<file path="src/rtl/addsub_seq_cla_pkg.sv">
// addsub_seq_cla_pkg: shared state encodings, mode constants and clog2 helper
package addsub_seq_cla_pkg;
  typedef enum logic [1:0] {ST_IDLE = 2'd0, ST_RUN = 2'd1, ST_DONE = 2'd2} state_t;
  localparam logic MODE_ADD = 1'b0;
  localparam logic MODE_SUB = 1'b1;
  function automatic int clog2(input int n);
    int r;
    r = 0;
    while ((1 << r) < n) r++;
    return r;
  endfunction
endpackage

</file>
<file path="src/rtl/addsub_seq_cla_if.sv">
// addsub_seq_cla_if: operand/result valid-ready bus of the sequential add/sub unit
interface addsub_seq_cla_if #(parameter int WIDTH = 16);
  logic             in_valid;
  logic             in_ready;
  logic [WIDTH-1:0] a;
  logic [WIDTH-1:0] b;
  logic             m;
  logic             cin;
  logic             out_valid;
  logic             out_ready;
  logic [WIDTH-1:0] s;
  logic             cout;
  logic             ovr;
  logic             zero;
  logic             neg;
  modport master (output in_valid, a, b, m, cin, out_ready,
                  input in_ready, out_valid, s, cout, ovr, zero, neg);
  modport slave  (input in_valid, a, b, m, cin, out_ready,
                  output in_ready, out_valid, s, cout, ovr, zero, neg);
endinterface

</file>
<file path="src/rtl/addsub_seq_cla_slice.sv">
// cla_slice: combinational N-bit carry-lookahead adder exporting carry into its MSB
module cla_slice #(parameter int N = 4) (
  input  logic [N-1:0] x_i,
  input  logic [N-1:0] y_i,
  input  logic         ci_i,
  output logic [N-1:0] sum_o,
  output logic         co_o,
  output logic         c_msb_o
);
  logic [N-1:0] g, p;
  logic [N:0]   c;
  logic         pp;
  assign g = x_i & y_i;
  assign p = x_i ^ y_i;
  always_comb begin
    c = '0;
    pp = 1'b0;
    c[0] = ci_i;
    for (int i = 0; i < N; i++) begin
      c[i+1] = g[i];
      pp = p[i];
      for (int j = i - 1; j >= 0; j--) begin
        c[i+1] = c[i+1] | (pp & g[j]);
        pp = pp & p[j];
      end
      c[i+1] = c[i+1] | (pp & ci_i);
    end
  end
  assign sum_o   = p ^ c[N-1:0];
  assign co_o    = c[N];
  assign c_msb_o = c[N-1];
endmodule

</file>
<file path="src/rtl/addsub_seq_cla.sv">
// addsub_seq_cla: multi-cycle add/sub, one CHUNK-bit CLA slice per clock, LSB first.
// Define ADDSUB_SATURATE_EN to clamp the result on signed overflow.
module addsub_seq_cla
  import addsub_seq_cla_pkg::*;
#(
  parameter int WIDTH = 16,
  parameter int CHUNK = 4
) (
  input logic clk,
  input logic rst,
  addsub_seq_cla_if.slave bus
);
  localparam int NCHUNK = WIDTH / CHUNK;
  localparam int CW = clog2(NCHUNK) < 1 ? 1 : clog2(NCHUNK);
  state_t           state_q, state_d;
  logic [WIDTH-1:0] a_q, a_d, b_q, b_d, acc_q, acc_d, s_q, s_d, res, fin;
  logic [CW-1:0]    cnt_q, cnt_d;
  logic             c_q, c_d, cout_q, cout_d, ovr_q, ovr_d, zero_q, zero_d, neg_q, neg_d;
  logic [CHUNK-1:0] sum;
  logic             co, c_msb;
  cla_slice #(.N(CHUNK)) u_slice (
    .x_i(a_q[CHUNK-1:0]), .y_i(b_q[CHUNK-1:0]), .ci_i(c_q),
    .sum_o(sum), .co_o(co), .c_msb_o(c_msb)
  );
  // operands shift right each cycle; sum slices enter the accumulator from the top
  assign res = (acc_q >> CHUNK) | (WIDTH'(sum) << (WIDTH - CHUNK));
`ifdef ADDSUB_SATURATE_EN
  // on overflow the wrapped sign is inverted, so it tells the overflow direction
  assign fin = (c_msb ^ co) ? {~res[WIDTH-1], {(WIDTH-1){res[WIDTH-1]}}} : res;
`else
  assign fin = res;
`endif
  always_comb begin
    state_d = state_q;
    a_d = a_q;
    b_d = b_q;
    acc_d = acc_q;
    c_d = c_q;
    cnt_d = cnt_q;
    s_d = s_q;
    cout_d = cout_q;
    ovr_d = ovr_q;
    zero_d = zero_q;
    neg_d = neg_q;
    case (state_q)
      ST_IDLE: if (bus.in_valid) begin
        state_d = ST_RUN;
        a_d = bus.a;
        b_d = bus.m == MODE_SUB ? ~bus.b : bus.b;
        c_d = (bus.m == MODE_SUB) | bus.cin;
        cnt_d = '0;
      end
      ST_RUN: begin
        a_d = a_q >> CHUNK;
        b_d = b_q >> CHUNK;
        acc_d = res;
        c_d = co;
        cnt_d = cnt_q + 1'b1;
        if (cnt_q == CW'(NCHUNK - 1)) begin
          state_d = ST_DONE;
          s_d = fin;
          cout_d = co;
          ovr_d = c_msb ^ co;
          zero_d = fin == '0;
          neg_d = fin[WIDTH-1];
        end
      end
      ST_DONE: state_d = bus.out_ready ? ST_IDLE : ST_DONE;
      default: state_d = ST_IDLE;
    endcase
  end
  always_ff @(posedge clk) begin
    if (rst) begin
      state_q <= ST_IDLE;
      a_q <= '0;
      b_q <= '0;
      acc_q <= '0;
      c_q <= 1'b0;
      cnt_q <= '0;
      s_q <= '0;
      cout_q <= 1'b0;
      ovr_q <= 1'b0;
      zero_q <= 1'b0;
      neg_q <= 1'b0;
    end else begin
      state_q <= state_d;
      a_q <= a_d;
      b_q <= b_d;
      acc_q <= acc_d;
      c_q <= c_d;
      cnt_q <= cnt_d;
      s_q <= s_d;
      cout_q <= cout_d;
      ovr_q <= ovr_d;
      zero_q <= zero_d;
      neg_q <= neg_d;
    end
  end
  assign bus.in_ready  = state_q == ST_IDLE;
  assign bus.out_valid = state_q == ST_DONE;
  assign bus.s    = s_q;
  assign bus.cout = cout_q;
  assign bus.ovr  = ovr_q;
  assign bus.zero = zero_q;
  assign bus.neg  = neg_q;
endmodule
</file>
<file path="src/flat_wrapper.sv">
// flat-port wrapper written by rule: the top's interface ports become plain ports
module addsub_seq_cla_flat import addsub_seq_cla_pkg::*;
#(
  parameter int WIDTH = 16,
  parameter int CHUNK = 4
)
  (clk, rst, bus_in_valid, bus_a, bus_b, bus_m, bus_cin, bus_out_ready, bus_in_ready, bus_out_valid, bus_s, bus_cout, bus_ovr, bus_zero, bus_neg);
  addsub_seq_cla_if #(.WIDTH(WIDTH)) bus_i ();
  input logic clk;
  input logic rst;
  input wire logic [$bits(bus_i.in_valid)-1:0] bus_in_valid;
  input wire logic [$bits(bus_i.a)-1:0] bus_a;
  input wire logic [$bits(bus_i.b)-1:0] bus_b;
  input wire logic [$bits(bus_i.m)-1:0] bus_m;
  input wire logic [$bits(bus_i.cin)-1:0] bus_cin;
  input wire logic [$bits(bus_i.out_ready)-1:0] bus_out_ready;
  output wire logic [$bits(bus_i.in_ready)-1:0] bus_in_ready;
  output wire logic [$bits(bus_i.out_valid)-1:0] bus_out_valid;
  output wire logic [$bits(bus_i.s)-1:0] bus_s;
  output wire logic [$bits(bus_i.cout)-1:0] bus_cout;
  output wire logic [$bits(bus_i.ovr)-1:0] bus_ovr;
  output wire logic [$bits(bus_i.zero)-1:0] bus_zero;
  output wire logic [$bits(bus_i.neg)-1:0] bus_neg;
  assign bus_i.in_valid = bus_in_valid;
  assign bus_i.a = bus_a;
  assign bus_i.b = bus_b;
  assign bus_i.m = bus_m;
  assign bus_i.cin = bus_cin;
  assign bus_i.out_ready = bus_out_ready;
  assign bus_in_ready = bus_i.in_ready;
  assign bus_out_valid = bus_i.out_valid;
  assign bus_s = bus_i.s;
  assign bus_cout = bus_i.cout;
  assign bus_ovr = bus_i.ovr;
  assign bus_zero = bus_i.zero;
  assign bus_neg = bus_i.neg;
  addsub_seq_cla #(.WIDTH(WIDTH), .CHUNK(CHUNK)) u_core (.clk(clk), .rst(rst), .bus(bus_i));
endmodule
</file>
<file path="config.mk">
export PLATFORM = sky130hd
export DESIGN_NAME = addsub_seq_cla_flat
export DESIGN_NICKNAME = d
export VERILOG_FILES = /design/src/rtl/addsub_seq_cla_pkg.sv /design/src/rtl/addsub_seq_cla_if.sv /design/src/rtl/addsub_seq_cla_slice.sv /design/src/rtl/addsub_seq_cla.sv /design/src/flat_wrapper.sv
export SDC_FILE = /design/constraint.sdc
export NUM_CORES = 1
export LEC_CHECK = 0
export ABC_AREA = 1
export CAP_MARGIN = 20
export CORE_MARGIN = 4
export CORE_UTILIZATION = 51
export DETAILED_ROUTE_END_ITERATION = 10
export PLACE_DENSITY = 0.83
export SLEW_MARGIN = 10
export SYNTH_ARGS = -nofsm -noshare
export SYNTH_HDL_FRONTEND = slang
export SYNTH_HIERARCHICAL = 1
export SYNTH_SLANG_ARGS = --single-unit
</file>
<file path="constraint.sdc">
create_clock -name clk -period 2.1 [get_ports clk]
set_clock_uncertainty 0.15 [all_clocks]
set_input_delay 0.42 -clock clk [delete_from_list [all_inputs] [get_ports clk]]
set_output_delay 0.42 -clock clk [all_outputs]
set_load 0.01 [all_outputs]
</file>
==> reports/results.txt <==
Share of cells above drive strength 1: 0.0800
Die ar.: 0.00725 mm^2
FILL cells: 457
Commonest non-fill, non-tap cell in the layout: nand2_1
Core ar.: 0.00564 mm^2
Tmin final: 1.94 ns
WL/cell: 13.1 um
Pre-antenna DRT Iters: 5
Worst-path clk slew: 0.07 ns
Clk Latency, worst-skew pair: 0.34 ns
CTS tree: done
Pins over their slew limit: 0
H-tree levels: 3
Gpl congestion: 0.882
Starting Density: 0.538
Status: finished clean
Sequential area share after synthesis: 0.448
Pwr/cell area: 850 mW/mm^2
Peak Freq: 516 MHz
Hold Vio Cnt, Final: 0
CP startpoint kind: flip-flop
Sink Count: 68
Worst slew pin tran: 0.370 ns
Global-route wire length before repair: 11600 um
DR iter-0 viols: 175
Final Setup Violations: 0
Lkg Pwr: 1.64 nW
Post-CTS Hold Buffers: 0
Nets: 489
WP data arrival: 1.37 ns
Vias in the first global route: 2519
Final wirelength: 6810 um
Crit-path cells: nor2_1, clkdlybuf4s50_1
Die width: 85.1 um
RSZ-0062 raised after global routing: no
Vias per cell: 5.25
Largest fanout on the critical path: 5
Max_slew headroom: 0.753
CTS Root Buffer Type: clkbuf_8
# port buffers: 59
Grt total ovfl: 0
Ys Warns: 6
Post-Syn Area: 0.00304 mm^2
Core Rows: 27
Post-route setup TNS: 0 ns
Mapped Avg Cell Area: 7.72 um^2
Setup CP Type: flip-flop to primary output
RR Startpoint: u_core/a_q[2]$_SDFFE_PP0P_
CTS Buf Count: 9
Clock buffer depth: 2
Largest net degree at the start of global routing: 46
Max-cap violations: 0
Crit path launch: u_core/state_q[0]$_SDFFE_PP0P_
Vias: 2742
Max stage delay on crit path: 0.54 ns
Antenna violations before repair: 0
Worst hold start: u_core/b_q[12]$_SDFFE_PP0P_
Post-DP HPWL: 4720 um
Netlist cell types: 29
Seq cells post-synth: 68
Most frequent cells in the layout: nand2_1, dfxtp_1, nor2_1
CP endpoint kind: primary output
Mapped Nets: 437
Crit path max-delay cell type: clkdlybuf4s50_1
Overall Global Routing Usage: 0.198
Die height: 85.1 um
Synthesis-to-finish area growth: 28.0%
Required time worst endpoint: 1.53 ns
WHS: 0.318 ns
IO Pins: 60
Final ANT Viol Nets: 0
Mapped Cells: 393
Worst Hold Class: flip-flop to flip-flop
Peak supply drop: 0.530 mV
Ant diodes: 0
Crit share post-route: 0.923
DRC violations left: 0
-- metrics by stage --
stage | setup WS, ns | cell area, um^2 | cells | util | power, mW
floorplan | 0.406 | 3040 | 393 | - | 1.85
global placement | 0.263 | 3630 | 506 | 0.644 | 1.99
detailed placement | 0.173 | 3630 | 506 | 0.644 | 2.02
CTS | 0.0565 | 3880 | 522 | 0.688 | 3.32
global route | 0.0670 | 3890 | 522 | 0.689 | 3.46
finish | 0.161 | 3890 | 522 | 0.689 | 3.30
-- critical path, delay by kind of cell (launching register included) --
family,cells,cell delay [ns]
buffers and inverters,1,0.54
DFF,1,0.38
and+or+nand+nor,1,0.12
-- cells in the mapped netlist, drive strengths merged --
master / count / area [um^2]
nor2: 62 / 257
a211oi: 2 / 25.0
a31oi: 8 / 50.1
dfxtp: 68 / 1360
xor2: 17 / 149
o21ai: 40 / 200
nand2: 83 / 342
clkbuf: 8 / 33.8
fa: 1 / 20.0
ha: 5 / 62.6
o22ai: 11 / 68.8
nor3: 1 / 5.00
buf: 16 / 118
clkinv: 1 / 3.75
inv: 18 / 72.6
nand4: 2 / 12.5
or2: 1 / 6.26
xnor2: 1 / 8.76
nand3: 18 / 90.1
a21oi: 30 / 150
-- timing repair --
item                       CTS  global route
hold endpoints to repair     0             0
setup buffers                0             0
gates resized for setup      0             1
setup endpoints to repair    0             1
-- area by class of cell --
class	instances	area (um^2)	area share
Multi-Input combinational cell	282	1450	0.372
Sequential cell	68	1360	0.350
Timing Repair Buffer	65	663	0.171
Clock buffer	10	138	0.0354
Clock inverter	6	111	0.0287
Tap cell	72	90.1	0.0232
Inverter	19	76.3	0.0196
-- flip-flops by register name, summed over array words and instances (netlist names) --
signal / flops
u_core/b_q: 16
u_core/bus.s: 16
u_core/state_q: 2
u_core/cnt_q: 2
u_core/acc_q: 12
u_core/bus.cout: 1
u_core/bus.ovr: 1
u_core/bus.zero: 1
u_core/c_q: 1
u_core/a_q: 16
-- routing by layer --
metal | routed length (um) | track usage
met1 | 2990 | 0.243
met4 | 89 | 0.0849
met5 | 0 | 0
met3 | 402 | 0.0485
met2 | 3330 | 0.328
-- path summary, 6_finish.rpt --
path	to	slack, ns	depth (start not counted)
max	bus_in_ready	0.16	2
max reg2reg	u_core/bus.zero$_SDFFE_PP0P_	0.21	11
min reg2reg	u_core/b_q[12]$_SDFFE_PP0P_	0.32	2
min	u_core/b_q[12]$_SDFFE_PP0P_	0.32	2
-- power breakdown --
group          switching [mW]  internal [mW]  total (mW)
combinational           0.310          0.231       0.541
clock                   0.487          0.821        1.31
sequential             0.0691           1.39        1.46
total                   0.866           2.44        3.30
-- cell families (layout without fill, tap and decap cells) --
| group | after synthesis | in the layout | synth area share |
|---|---|---|---|
| flops | 68 | 68 | 0.448 |
| fa+ha+maj | 6 | 6 | 0.0272 |
| compound gates | 91 | 91 | 0.163 |
| xor+xnor | 18 | 18 | 0.0519 |
| simple gates | 167 | 167 | 0.235 |
| buf+inv | 43 | 100 | 0.0750 |
Note: power is estimated with default switching activity, not from simulation.
